## src/rtl/fpu_op_sequencer_pkg.sv

```systemverilog
`default_nettype none
// ============================================================================
// Module      : fpu_op_sequencer_pkg
// Description : Shared types, widths and helpers for the FPU op sequencer.
// Revision    : 1.0 - initial release
// ============================================================================

`ifndef OR1K_FPUOP_WIDTH
`define OR1K_FPUOP_WIDTH 8
`endif
`ifndef OR1K_FPCSR_RM_SIZE
`define OR1K_FPCSR_RM_SIZE 2
`endif
`ifndef OR1K_FPCSR_WIDTH
`define OR1K_FPCSR_WIDTH 12
`endif

package fpu_op_sequencer_pkg;

    localparam int c_OP_W    = `OR1K_FPUOP_WIDTH;
    localparam int c_RM_W    = `OR1K_FPCSR_RM_SIZE;
    localparam int c_FPCSR_W = `OR1K_FPCSR_WIDTH;

    typedef enum logic [2:0] {
        S_FLUSH  = 3'd0,
        S_DRAIN  = 3'd1,
        S_IDLE   = 3'd2,
        S_DECODE = 3'd3,
        S_EXEC   = 3'd4,
        S_WAIT   = 3'd5,
        S_RESP   = 3'd6
    } seq_state_t;

    typedef struct packed {
        logic [c_OP_W-1:0] op;
        logic [c_RM_W-1:0] rm;
        logic [31:0]       a;
        logic [31:0]       b;
    } fpu_req_t;

    typedef struct packed {
        logic [31:0]          result;
        logic                 cmp;
        logic [c_FPCSR_W-1:0] fpcsr;
        logic                 timeout;
    } fpu_rsp_t;

    // lf.sf* set-flag encodings all carry bit 3
    function automatic logic is_compare(input logic [c_OP_W-1:0] op);
        return op[3];
    endfunction

endpackage

`default_nettype wire

```

## src/rtl/fpu_seq_timer.sv

```systemverilog
`default_nettype none
// ============================================================================
// Module      : fpu_seq_timer
// Description : Loadable WAIT-cycle counter with an expired flag; saturates at
//               TIMEOUT_CYCLES. Used only when FPU_SEQ_TIMEOUT_EN is defined.
// Revision    : 1.0 - initial release
// ============================================================================

module fpu_seq_timer #(
    parameter int TIMEOUT_CYCLES = 64
) (
    input  logic clk,
    input  logic reset,
    input  logic load_i,
    input  logic en_i,
    output logic expired_o
);

    logic [15:0] count_q;

    assign expired_o = (count_q == 16'(TIMEOUT_CYCLES));

    always_ff @(posedge clk) begin
        if (reset || load_i) begin
            count_q <= 16'd0;
        end else if (en_i && !expired_o) begin
            count_q <= count_q + 16'd1;
        end
    end

endmodule

`default_nettype wire

```

## src/rtl/fpu_op_sequencer.sv

```systemverilog
`default_nettype none
// ============================================================================
// Module      : fpu_op_sequencer
// Description : Runs one FPU operation at a time: flush/drain, decode, execute,
//               wait for the matching valid, then hold the response.
//               Optional WAIT timeout enabled by defining FPU_SEQ_TIMEOUT_EN.
// Revision    : 1.0 - initial release
// ============================================================================

module fpu_op_sequencer
    import fpu_op_sequencer_pkg::*;
#(
    parameter int TIMEOUT_CYCLES = 64
) (
    input  logic                 clk,
    input  logic                 reset,
    input  logic                 req_valid,
    output logic                 req_ready,
    input  logic [c_OP_W-1:0]    req_op,
    input  logic [c_RM_W-1:0]    req_rm,
    input  logic [31:0]          req_a,
    input  logic [31:0]          req_b,
    output logic                 rsp_valid,
    input  logic                 rsp_ready,
    output logic [31:0]          rsp_result,
    output logic                 rsp_cmp,
    output logic [c_FPCSR_W-1:0] rsp_fpcsr,
    output logic                 rsp_timeout,
    output logic                 fpu_flush,
    output logic                 fpu_decode,
    output logic                 fpu_execute,
    output logic [c_OP_W-1:0]    fpu_op,
    output logic [c_RM_W-1:0]    fpu_rm,
    output logic [31:0]          fpu_opa,
    output logic [31:0]          fpu_opb,
    input  logic [31:0]          fpu_out,
    input  logic                 fpu_valid_arith,
    input  logic                 fpu_valid_cmp,
    input  logic                 fpu_cmp,
    input  logic [c_FPCSR_W-1:0] fpu_fpcsr
);

    if (TIMEOUT_CYCLES < 2 || TIMEOUT_CYCLES > 65535) begin : g_bad_timeout
        $error("TIMEOUT_CYCLES must lie in 2..65535");
    end

    seq_state_t state_q;
    fpu_req_t   req_q;
    fpu_rsp_t   rsp_q;
    logic       req_ready_q;
    logic       rsp_valid_q;
    logic       flush_q;
    logic       decode_q;
    logic       execute_q;

    logic       w_is_cmp;
    logic       w_done;
    logic       w_expired;
    logic       w_fpu_quiet;

    assign w_is_cmp    = is_compare(req_q.op);
    assign w_done      = w_is_cmp ? fpu_valid_cmp : fpu_valid_arith;
    assign w_fpu_quiet = !fpu_valid_arith && !fpu_valid_cmp && (fpu_out == 32'd0);

`ifdef FPU_SEQ_TIMEOUT_EN
    logic w_timer_load;
    logic w_timer_en;

    assign w_timer_load = (state_q == S_EXEC);
    assign w_timer_en   = (state_q == S_WAIT);

    fpu_seq_timer #(
        .TIMEOUT_CYCLES (TIMEOUT_CYCLES)
    ) u_timer (
        .clk       (clk),
        .reset     (reset),
        .load_i    (w_timer_load),
        .en_i      (w_timer_en),
        .expired_o (w_expired)
    );
`else
    assign w_expired = 1'b0;
`endif

    always_ff @(posedge clk) begin
        if (reset) begin
            state_q     <= S_FLUSH;
            req_q       <= '0;
            rsp_q       <= '0;
            req_ready_q <= 1'b0;
            rsp_valid_q <= 1'b0;
            flush_q     <= 1'b0;
            decode_q    <= 1'b0;
            execute_q   <= 1'b0;
        end else begin
            case (state_q)
                S_FLUSH: begin
                    // Arriving from reset the pulse is not yet up: raise it first
                    if (flush_q) begin
                        flush_q <= 1'b0;
                        state_q <= S_DRAIN;
                    end else begin
                        flush_q <= 1'b1;
                    end
                end
                S_DRAIN: begin
                    if (w_fpu_quiet) begin
                        req_ready_q <= 1'b1;
                        state_q     <= S_IDLE;
                    end
                end
                S_IDLE: begin
                    if (req_valid) begin
                        req_q       <= '{op: req_op, rm: req_rm, a: req_a, b: req_b};
                        req_ready_q <= 1'b0;
                        decode_q    <= 1'b1;
                        state_q     <= S_DECODE;
                    end
                end
                S_DECODE: begin
                    decode_q  <= 1'b0;
                    execute_q <= 1'b1;
                    state_q   <= S_EXEC;
                end
                S_EXEC: begin
                    execute_q <= 1'b0;
                    state_q   <= S_WAIT;
                end
                S_WAIT: begin
                    // A matching valid beats an expiry in the same cycle
                    if (w_done) begin
                        rsp_q       <= '{result:  w_is_cmp ? 32'd0 : fpu_out,
                                         cmp:     w_is_cmp ? fpu_cmp : 1'b0,
                                         fpcsr:   fpu_fpcsr,
                                         timeout: 1'b0};
                        rsp_valid_q <= 1'b1;
                        state_q     <= S_RESP;
                    end else if (w_expired) begin
                        rsp_q       <= '{result: 32'd0, cmp: 1'b0, fpcsr: '0, timeout: 1'b1};
                        rsp_valid_q <= 1'b1;
                        state_q     <= S_RESP;
                    end
                end
                S_RESP: begin
                    if (rsp_ready) begin
                        rsp_valid_q <= 1'b0;
                        rsp_q       <= '0;
                        req_q       <= '0;
                        flush_q     <= 1'b1;
                        state_q     <= S_FLUSH;
                    end
                end
                default: begin
                    flush_q <= 1'b0;
                    state_q <= S_FLUSH;
                end
            endcase
        end
    end

    assign req_ready   = req_ready_q;
    assign rsp_valid   = rsp_valid_q;
    assign rsp_result  = rsp_q.result;
    assign rsp_cmp     = rsp_q.cmp;
    assign rsp_fpcsr   = rsp_q.fpcsr;
    assign rsp_timeout = rsp_q.timeout;
    assign fpu_flush   = flush_q;
    assign fpu_decode  = decode_q;
    assign fpu_execute = execute_q;
    assign fpu_op      = req_q.op;
    assign fpu_rm      = req_q.rm;
    assign fpu_opa     = req_q.a;
    assign fpu_opb     = req_q.b;

endmodule

`default_nettype wire

```

## config.mk

```make
export PLATFORM = sky130hd
export DESIGN_NAME = fpu_op_sequencer
export DESIGN_NICKNAME = d
export VERILOG_FILES = /design/src/rtl/fpu_op_sequencer_pkg.sv /design/src/rtl/fpu_seq_timer.sv /design/src/rtl/fpu_op_sequencer.sv
export SDC_FILE = /design/constraint.sdc
export NUM_CORES = 1
export LEC_CHECK = 0
export BUFFER_PORTS_ARGS = -buffer_cell sky130_fd_sc_hd__buf_4
export CORE_MARGIN = 5
export CORE_UTILIZATION = 47
export DETAILED_ROUTE_END_ITERATION = 10
export PLACE_DENSITY_LB_ADDON = 0.08
export SYNTH_ARGS = -nofsm -noshare
export SYNTH_HDL_FRONTEND = slang
export SYNTH_HIERARCHICAL = 1
export SYNTH_SLANG_ARGS = --single-unit
```

## constraint.sdc

```tcl
create_clock -name clk -period 2.85 [get_ports clk]
set_clock_uncertainty 0.1 [all_clocks]
set_input_delay 0.1425 -clock clk [delete_from_list [all_inputs] [get_ports clk]]
set_output_delay 0.1425 -clock clk [all_outputs]
set_load 0.01 [all_outputs]
```

==> impl_metrics.ini, run 1 <==
[worst_setup_path]
crit_fanout = 50
worstReg2RegStart = state_q[1]
path_buf_inv = 1
rrSetupSlack_ns = 0.61
max_stage_delay_ns = 0.59
ff2ff_path_depth = 5
crit_arrival_ns = 2.57
cp-start-kind = flop
r2r-end = fpu_opb[20]
crit_path_top_delay_cell = and3_2
cp_top_family = simple AND/OR/NAND/NOR gates
path_class = flop to flop
worstPathCellList = nor2b_2, and3_2, buf_12, a22oi_1, nor2_1
critPathRequiredTime_ns = 3.18
crit_path_end_kind = flop

[power_and_ir_drop]
p_comb_share_pct = 8.2
power_w = 0.00446
internal_power_w = 0.00352
clkPwrFrac_pct = 51.5
p_sw_share_pct = 21.0
p_sw_w = 0.000937
p_seq_share_pct = 40.3
p_leak_nw = 3.61
power_density_nw_per_um2 = 549
irDropWorstVdd_mv = 0.418

[clock_tree]
clockRootBuffer = clkbuf_8
cts_tree = built
clkSinkCount = 127
cts_setup_buffers = 0
cts_buffer_depth = 2
clk_pin_slew_ns = 0.06
clk_latency_ns = 0.51
htreeDepth = 4
cts_buffers = 17

[layout]
diodes = 0
fin_area_um2 = 8130
multiInputGateArea_um2 = 1630
fill_cells = 422
syn2layout_area_growth_pct = 85.1
fin_nets = 899
regArea_um2 = 2540
utilization_pct = 88.8
layout-drive-gt1-share_pct = 40.2

[worst_hold_path]
hold_depth = 2
hold_path.class = primary input to flop
whs_endpoint = fpu_op[5]
min_from = reset

[status]
outcome = complete, no violations

[floorplan]
dieArea_um2 = 11400
core_um2 = 9150
ios = 250
fp-row-count = 35
die_height_um = 107
die_w_um = 107
initial_utilization_pct = 48.0

[detailed_routing]
via_per_inst = 5.43
drc = 0
dr.pass1.iters = 5
drt_wl_total_mm = 17.3
first_iter_violations = 293
drt-wirelength-per-cell_um = 19.3
vias = 4873
ant_nets = 0

[placement]
port_buffers = 248
post_dp_cell_area_um2 = 6250
gp_congestion = 0.812
dp_hpwl_mm = 9.50

[global_route]
overflow = 0
grt_pass1_wl_mm = 26.5
antenna_found_initial = 0
grt_pass1_vias = 5144
grt_max_degree = 85
track_usage_pct = 29.3

[job]
cap_violations = 0

[timing]
maxClockFrequency_mhz = 446
min_period_over_period_pct = 78.7
worst_hold_slack_ns = 0.126
slew_headroom_pct = 42.4
tns_ns = 0
drv_slew = 0
finalHoldViolCount = 0
setup_violations = 0
tightest_slew_ns = 0.865
rsz0062_at_grt = false
min_period_ns = 2.24

[yosys]
synth_cell_type_count = 38
ys_seq_elements = 127
syn_nets = 541
ys_warn_count = 6
syn_avg_cell_area_um2 = 10.6
ys_seq_area_share_pct = 57.9
syn_inst = 416
synth.cell_area_um2 = 4390
==> per-layer routing <==
metal	part of all wire [%]	vias to the layer above	global-route usage, %
li1	-	2247	-
met1	36	2354	31.0
met5	0	-	0
met2	52	227	53.5
met3	8.1	45	9.39
met4	3.3	0	12.2
==> cells in the mapped netlist <==
master | count | area share [%]
o21ai_0 | 3 | 0.34
and3_1 | 1 | 0.14
a2111oi_0 | 1 | 0.20
buf_4 | 6 | 1.0
clkbuf_1 | 12 | 1.0
o2bb2ai_1 | 2 | 0.40
mux2i_1 | 2 | 0.46
nor3b_4 | 1 | 0.43
a31oi_1 | 1 | 0.14
nand2_1 | 4 | 0.34
nor2b_2 | 1 | 0.20
nand3_1 | 2 | 0.23
a22o_2 | 21 | 4.8
a22oi_1 | 74 | 13
o31a_2 | 1 | 0.23
nor4_1 | 8 | 1.1
and3_2 | 1 | 0.17
o31ai_1 | 1 | 0.17
nor3b_1 | 1 | 0.17
o21a_1 | 1 | 0.17
nor3_1 | 3 | 0.34
a21oi_1 | 4 | 0.46
inv_1 | 1 | 0.085
inv_4 | 1 | 0.14
conb_1 | 1 | 0.085
buf_2 | 16 | 1.8
a22o_1 | 23 | 4.6
nand4_1 | 1 | 0.14
nand2b_1 | 3 | 0.43
dfxtp_1 | 127 | 58
nor2_1 | 80 | 6.8
buf_6 | 4 | 1.0
a21o_1 | 2 | 0.34
or3_4 | 1 | 0.26
a21oi_2 | 1 | 0.20
a221oi_1 | 1 | 0.20
a211oi_1 | 1 | 0.17
mux2_2 | 2 | 0.51
==> power by group through the flow <==
stage | clock (W) | combinational, W | sequential (W)
3_3_place_gp | 0 | 0.000211 | 0.00183
2_1_floorplan | 0 | 0.0000668 | 0.00183
6_report | 0.00230 | 0.000368 | 0.00180
5_1_grt | 0.00241 | 0.000392 | 0.00180
3_5_place_dp | 0 | 0.000215 | 0.00183
4_1_cts | 0.00231 | 0.000356 | 0.00180
==> worst max-delay path by stage <==
stage | slack [ns] | depth (start not counted) | to | from
after floorplan | 1.17 | 5 | rsp_result[1] | fpu_op[3]
after global placement | 0.80 | 5 | fpu_opb[9] | state_q[1]
after detailed placement | 0.73 | 5 | fpu_opa[22] | state_q[1]
after CTS | 0.73 | 5 | fpu_opa[22] | state_q[1]
after global routing | 0.51 | 5 | fpu_opb[20] | state_q[1]
final | 0.61 | 5 | fpu_opb[20] | state_q[1]
==> cells in the final DEF (no fill, tap or decap), drive strengths merged, types with 2 or more instances in the layout <==
| master | n |
|---|---|
| bufinv | 4 |
| o21ai | 3 |
| clkinvlp | 3 |
| a21oi | 5 |
| and3 | 2 |
| a21o | 2 |
| a22o | 44 |
| nor3b | 2 |
| buf | 253 |
| nor2 | 80 |
| a22oi | 74 |
| nand2b | 3 |
| inv | 5 |
| dlygate4sd3 | 124 |
| nand2 | 4 |
| clkbuf | 21 |
| mux2i | 2 |
| mux2 | 2 |
| nand3 | 2 |
| nor4 | 8 |
| dfxtp | 127 |
| nor3 | 3 |
| o2bb2ai | 2 |
==> final cells by class <==
cell class                      instances  share of cell area [%]
Tap cell                              111                    1.71
Clock buffer                           21                    5.65
Multi-Input combinational cell        249                    20.1
Timing Repair Buffer                  377                    39.0
Sequential cell                       127                    31.3
Inverter                                2                   0.123
Clock inverter                         11                    2.19
==> cell families (layout without fill, tap and decap cells) <==
kind of cell           Yosys count  count (layout)  share of synthesized area [%]
AND/OR/NAND/NOR                107             107                           10.8
buffers and inverters           40             411                           5.13
flip-flops                     127             127                           57.9
other                            1               1                         0.0854
AO/OA/AOI/OAI                  137             137                           25.1
multiplexers                     4               4                          0.969
==> sequential cells by signal, indices dropped and copies added, names as in the netlist <==
| signal | count |
|---|---|
| fpu_decode | 1 |
| rsp_cmp | 1 |
| fpu_execute | 1 |
| fpu_flush | 1 |
| rsp_fpcsr | 12 |
| state_q | 3 |
| fpu_op | 8 |
| fpu_opa | 32 |
| rsp_result | 32 |
| rsp_valid | 1 |
| req_ready | 1 |
| fpu_opb | 32 |
| fpu_rm | 2 |
==> through the flow <==
stage / setup WS (ns) / cells
finish: 0.607 / 898
global route: 0.511 / 898
CTS: 0.733 / 898
detailed placement: 0.731 / 742
global placement: 0.801 / 742
floorplan: 1.17 / 416
==> repair_timing <==
item	CTS	global route
gates resized for setup	0	0
endpoints found under the hold margin	123	0
hold buffers	124	0
Power figures use the tool's default switching activity.
==> inputs of run 2 (changes only) <==
--- a/config.mk
+++ b/config.mk
@@ -5,9 +5,10 @@
 export SDC_FILE = /design/constraint.sdc
 export NUM_CORES = 1
 export LEC_CHECK = 0
+export ABC_AREA = 1
 export BUFFER_PORTS_ARGS = -buffer_cell sky130_fd_sc_hd__buf_4
 export CORE_MARGIN = 5
-export CORE_UTILIZATION = 47
+export CORE_UTILIZATION = 45
 export DETAILED_ROUTE_END_ITERATION = 10
 export PLACE_DENSITY_LB_ADDON = 0.08
 export SYNTH_ARGS = -nofsm -noshare
==> constraint.sdc (replaced) <==
create_clock -name clk -period 2.2 [get_ports clk]
set_clock_uncertainty 0.1 [all_clocks]
set_input_delay 0.11 -clock clk [delete_from_list [all_inputs] [get_ports clk]]
set_output_delay 0.11 -clock clk [all_outputs]
set_load 0.01 [all_outputs]
==> impl_metrics.ini, run 2 <==
[clock_tree]
cts_tree = built
cts_resized = 0
clkSinkCount = 127
htreeDepth = 4
cts_setup_buffers = 0
clockRootBuffer = clkbuf_8
clk_pin_slew_ns = 0.06
cts_buffers = 17
clk_latency_ns = 0.52
cts_buffer_depth = 2

[yosys]
synth_top_area_share_pct = 53.2
async_reset_ff_share_pct = 0
yosysMostFrequentCell = dfxtp_1
ys.flop_type = dfxtp_1
ys_seq_elements = 127
syn_inst = 548
synth_edf_count = 0
syn_nets = 673
synth_area_leaders = dfxtp_1 53%, nand2_1 8.8%, nor2_1 8.0%
synth_cell_type_count = 26
synth.cell_area_um2 = 4780
ys_warn_count = 6
synthTopCellsByCount = 127 x dfxtp_1, 112 x nand2_1, 102 x nor2_1
syn_avg_cell_area_um2 = 8.73
synth_top_cell_by_area = dfxtp_1
ys_seq_area_share_pct = 53.2

[timing]
min_period_over_period_pct = 94.9
rsz0062_at_grt = false
worst_hold_slack_ns = 0.0557
drv_slew = 0
setup_violations = 0
tightest_slew_ns = 0.998
min_period_ns = 2.09
maxClockFrequency_mhz = 479
slew_headroom_pct = 33.5
tns_ns = 0
finalHoldViolCount = 0

[floorplan]
initial_utilization_pct = 46.3
die_w_um = 113
ios = 250
fp-row-count = 37
die_height_um = 113
core_um2 = 10300
dieArea_um2 = 12800

[layout]
layout-drive-gt1-share_pct = 35.7
syn2layout_area_growth_pct = 77.5
final_cell_mix = 254 x buf_4, 127 x dfxtp_1, 123 x dlygate4sd3_1, 112 x nand2_1, 100 x nor2_1
final_common_cell = buf_4
fin_nets = 1035

[detailed_routing]
drt-wirelength-per-cell_um = 16.8
first_iter_violations = 518
drc = 0
dr.pass1.iters = 5
wl_met2_mm = 8.97
ant_nets = 0
top_layer_used = met4
wl_met1_mm = 6.48
met3WireLength_mm = 1.65
via_per_inst = 5.05
drt_wl_total_mm = 17.8
vias = 5351

[worst_setup_path]
cp-start-kind = flop
crit_arrival_ns = 2.42
crit_path_end_kind = flop
crit_fanout = 23
critPathRequiredTime_ns = 2.54
path_class = flop to flop

[power_and_ir_drop]
p_leak_nw = 3.66
p_comb_share_pct = 21.1
power_density_nw_per_um2 = 752
clkPwrFrac_pct = 39.3
p_sw_w = 0.00177
p_sw_share_pct = 27.7
internal_power_w = 0.00462
p_seq_share_pct = 39.6
irDropWorstVdd_mv = 0.671

[global_route]
grt_max_degree = 59
track_usage_pct = 27.0
grt_pass1_vias = 5609
antenna_found_initial = 0
overflow = 0
grt_pass1_wl_mm = 27.6

[placement]
port_buffers = 248
dp_hpwl_mm = 10.6
gp_congestion = 0.839

[job]
cap_violations = 0

[worst_hold_path]
hold_path.class = primary input to flop

[status]
outcome = complete, no violations
[run 2: cell count changes after synthesis, moves of 16 or more]
cell     delta
nand2_1   +108
a21oi_1    +48
a22oi_1    -31
a22oi_2    +30
a22o_1     -23
nor2_1     +22
a22o_2     -21
inv_1      +16
[run 2: repair_timing]
| item | 4_1_cts | 5_1_grt |
|---|---|---|
| setup endpoints to repair | 0 | 46 |
| hold buffers | 123 | 0 |
| hold endpoints to repair | 122 | 0 |
[run 2: worst max-delay path, stage by stage, from the launching register on]
cell	delay (ns)
dfxtp_1	0.49
inv_2	0.07
nand3_1	0.15
a21oi_2	0.10
o21ai_2	0.80
nand2_1	0.12
a21oi_1	0.17
[run 2: metrics by stage]
step / worst slack (ns) / cells / area [um^2] / utilization [%] / power, W
3_5_place_dp: 0.0397 / 903 / 6720 / 65.0 / 0.00371
3_3_place_gp: 0.188 / 903 / 6720 / 65.0 / 0.00368
4_1_cts: 0.0300 / 1057 / 8470 / 82.1 / 0.00637
5_1_grt: 0.00811 / 1058 / 8480 / 82.2 / 0.00665
2_1_floorplan: 0.726 / 548 / 4780 / - / 0.00326
6_report: 0.112 / 1060 / 8490 / 82.2 / 0.00639
[run 2: power groups by stage]
stage	sequential, W	clock, W	combinational (W)
after CTS	0.00253	0.00252	0.00132
after global placement	0.00257	0	0.00112
after global routing	0.00254	0.00265	0.00146
final	0.00253	0.00251	0.00135
after floorplan	0.00261	0	0.000646
after detailed placement	0.00257	0	0.00114
[run 2: layer usage]
| metal | track usage, % | up-vias |
|---|---|---|
| met5 | 0 | - |
| met1 | 28.7 | 2496 |
| met2 | 46.9 | 246 |
| met4 | 13.9 | 0 |
| met3 | 9.57 | 51 |
| li1 | - | 2558 |
[run 2: cells by family after synthesis]
| logic type | synth area share [%] |
|---|---|
| buf+inv | 6.57 |
| simple gates | 19.4 |
| compound gates | 20.7 |
| other cells | 0.0784 |
| flops | 53.2 |
[run 2: worst paths after layout]
| path | slack (ns) | end | cells after the start | from |
|---|---|---|---|---|
| setup / recovery | 0.11 | rsp_fpcsr[9] | 6 | state_q[1] |
| hold / removal | 0.06 | state_q[1] | 6 | req_valid |
| setup reg to reg | 0.11 | rsp_fpcsr[9] | 6 | state_q[1] |
| hold reg to reg | 0.36 | rsp_result[30] | 2 | rsp_result[30] |
[run 2: cell type report]
class | instances | area [um^2]
diodes | 2 | 5.00
clock buffers | 19 | 432
clock inverters | 12 | 96.3
fillers | 613 | 1840
inverters | 19 | 71.3
multi-input cells | 364 | 1950
flip-flops and latches | 127 | 2540
well taps | 136 | 170
repair buffers | 381 | 3220
==> inputs of run 3 (changes only) <==
--- a/config.mk
+++ b/config.mk
@@ -7,6 +7,7 @@
 export LEC_CHECK = 0
 export ABC_AREA = 1
 export BUFFER_PORTS_ARGS = -buffer_cell sky130_fd_sc_hd__buf_4
+export CORE_ASPECT_RATIO = 0.75
 export CORE_MARGIN = 5
 export CORE_UTILIZATION = 45
 export DETAILED_ROUTE_END_ITERATION = 10
==> impl_metrics.ini, run 3 (synthesis gave the netlist of run 2 again) <==
[power_and_ir_drop]
p_leak_nw = 3.69
power_density_nw_per_um2 = 798
irDropWorstVdd_mv = 0.603

[detailed_routing]
drt-wirelength-per-cell_um = 16.7
first_iter_violations = 331
dr.pass1.iters = 5
ant_nets = 0
drc = 0
vias = 5402
via_per_inst = 5.12
drt_wl_total_mm = 17.6

[clock_tree]
clk_pin_slew_ns = 0.05
htreeDepth = 4
cts_buffers = 17
cts_setup_buffers = 0
cts_tree = built
clockRootBuffer = clkbuf_16
clk_latency_ns = 0.40
cts_buffer_depth = 2
clkSinkCount = 127

[layout]
layout-drive-gt1-share_pct = 35.9
fin_nets = 1030
final_cell_mix = 254 x buf_4, 125 x dfxtp_1, 119 x dlygate4sd3_1, 112 x nand2_1, 100 x nor2_1
fin_area_um2 = 8550
final_common_cell = buf_4
finalNonFillerCells = 1055
utilization_pct = 82.8
fill_cells = 615
syn2layout_area_growth_pct = 78.8

[global_route]
antenna_found_initial = 0
track_usage_pct = 26.2
grt_max_degree = 76
grt_pass1_vias = 5440
grt_pass1_wl_mm = 27.0
overflow = 0

[floorplan]
ios = 250
core_um2 = 10300
die_height_um = 99.3
initial_utilization_pct = 46.3
die_w_um = 129
fp-row-count = 32
dieArea_um2 = 12800

[worst_setup_path]
path_class = flop to flop
worstPathCellList = inv_2, nand4_1, nand4_4, buf_16, a22oi_1, nor2_1
max_stage_delay_ns = 0.48
crit_path_end_kind = flop
cp-start-kind = flop
crit_arrival_ns = 2.18
path_buf_inv = 2
critPathRequiredTime_ns = 2.39
path_depth = 6
crit_path_top_delay_cell = dfxtp_1
crit_fanout = 52
cp_top_family = simple AND/OR/NAND/NOR gates
ff2ff_path_depth = 6

[placement]
gp_congestion = 0.878
dp_hpwl_mm = 10.8
port_buffers = 248
dpl.cell_count = 902
post_dp_cell_area_um2 = 6700

[timing]
finalHoldViolCount = 0
drv_slew = 0
tightest_slew_ns = 0.694
rsz0062_at_grt = false
worst_hold_slack_ns = 0.0480
min_period_over_period_pct = 90.6
slew_headroom_pct = 53.7
maxClockFrequency_mhz = 502
min_period_ns = 1.99
setup_violations = 0
tns_ns = 0

[status]
outcome = complete, no violations

[job]
cap_violations = 0

[worst_hold_path]
hold_path.class = primary input to flop
hold_depth = 6
[run 3: changes by cell type in the layout (fill, tap and decap cells not counted), moves of 2 or more]
cell	before	now
dfxtp_2	0	2
dfxtp_1	127	125
bufinv_16	1	4
dlygate4sd3_1	123	119
clkinv_2	7	3
buf_12	4	2
[run 3: worst reg2reg max path, stage by stage, from the launching register on]
cell and delay (ns):
dfxtp_1 0.48, inv_2 0.12, nand4_1 0.18, nand4_4 0.34, buf_16 0.35, a22oi_1 0.24
nor2_1 0.08
[run 3: per-stage QoR]
step                setup slack [ns]  power, W
finish                         0.208   0.00682
detailed placement            0.0348   0.00369
global placement               0.175   0.00366
floorplan                      0.726   0.00326
global route                  0.0352   0.00709
CTS                           0.0296   0.00681
[run 3: layout make-up]
class / instances / area [um^2] / share of cell area, %
Timing Repair Buffer: 376 / 3170 / 37.0
Sequential cell: 127 / 2540 / 29.8
Multi-Input combinational cell: 364 / 1960 / 22.9
Clock buffer: 22 / 474 / 5.55
Tap cell: 136 / 170 / 1.99
Clock inverter: 10 / 159 / 1.86
Inverter: 19 / 71.3 / 0.834
Antenna cell: 1 / 2.50 / 0.0293
[run 3: layer usage]
metal	vias to the layer above	wire, um	share of wire, %	GRT usage (%)
li1	2550	-	-	-
met1	2553	6600	38	29.6
met2	260	8840	50	45.8
met3	39	1650	9.4	8.43
met4	0	490	2.8	10.5
met5	-	0	0	0
[run 3: where the power goes]
part | internal [W] | switching, W | total, W
clock network | 0.00198 | 0.000971 | 0.00295
registers | 0.00243 | 0.000108 | 0.00254
logic | 0.000668 | 0.000664 | 0.00133
total | 0.00508 | 0.00174 | 0.00682
[run 3: timing repair]
item	in CTS	in global routing
gates resized for setup	0	4
endpoints found under the hold margin	119	0
hold buffers	119	0
endpoints found under the setup margin	0	46
[run 3: worst paths after layout]
check	startpoint	to	slack, ns
worst min-delay path	fpu_valid_arith	req_ready	0.05
worst max register to register	state_q[0]	fpu_opb[26]	0.21
worst max-delay path	state_q[0]	fpu_opb[26]	0.21
worst min register to register	rsp_result[0]	rsp_result[0]	0.36
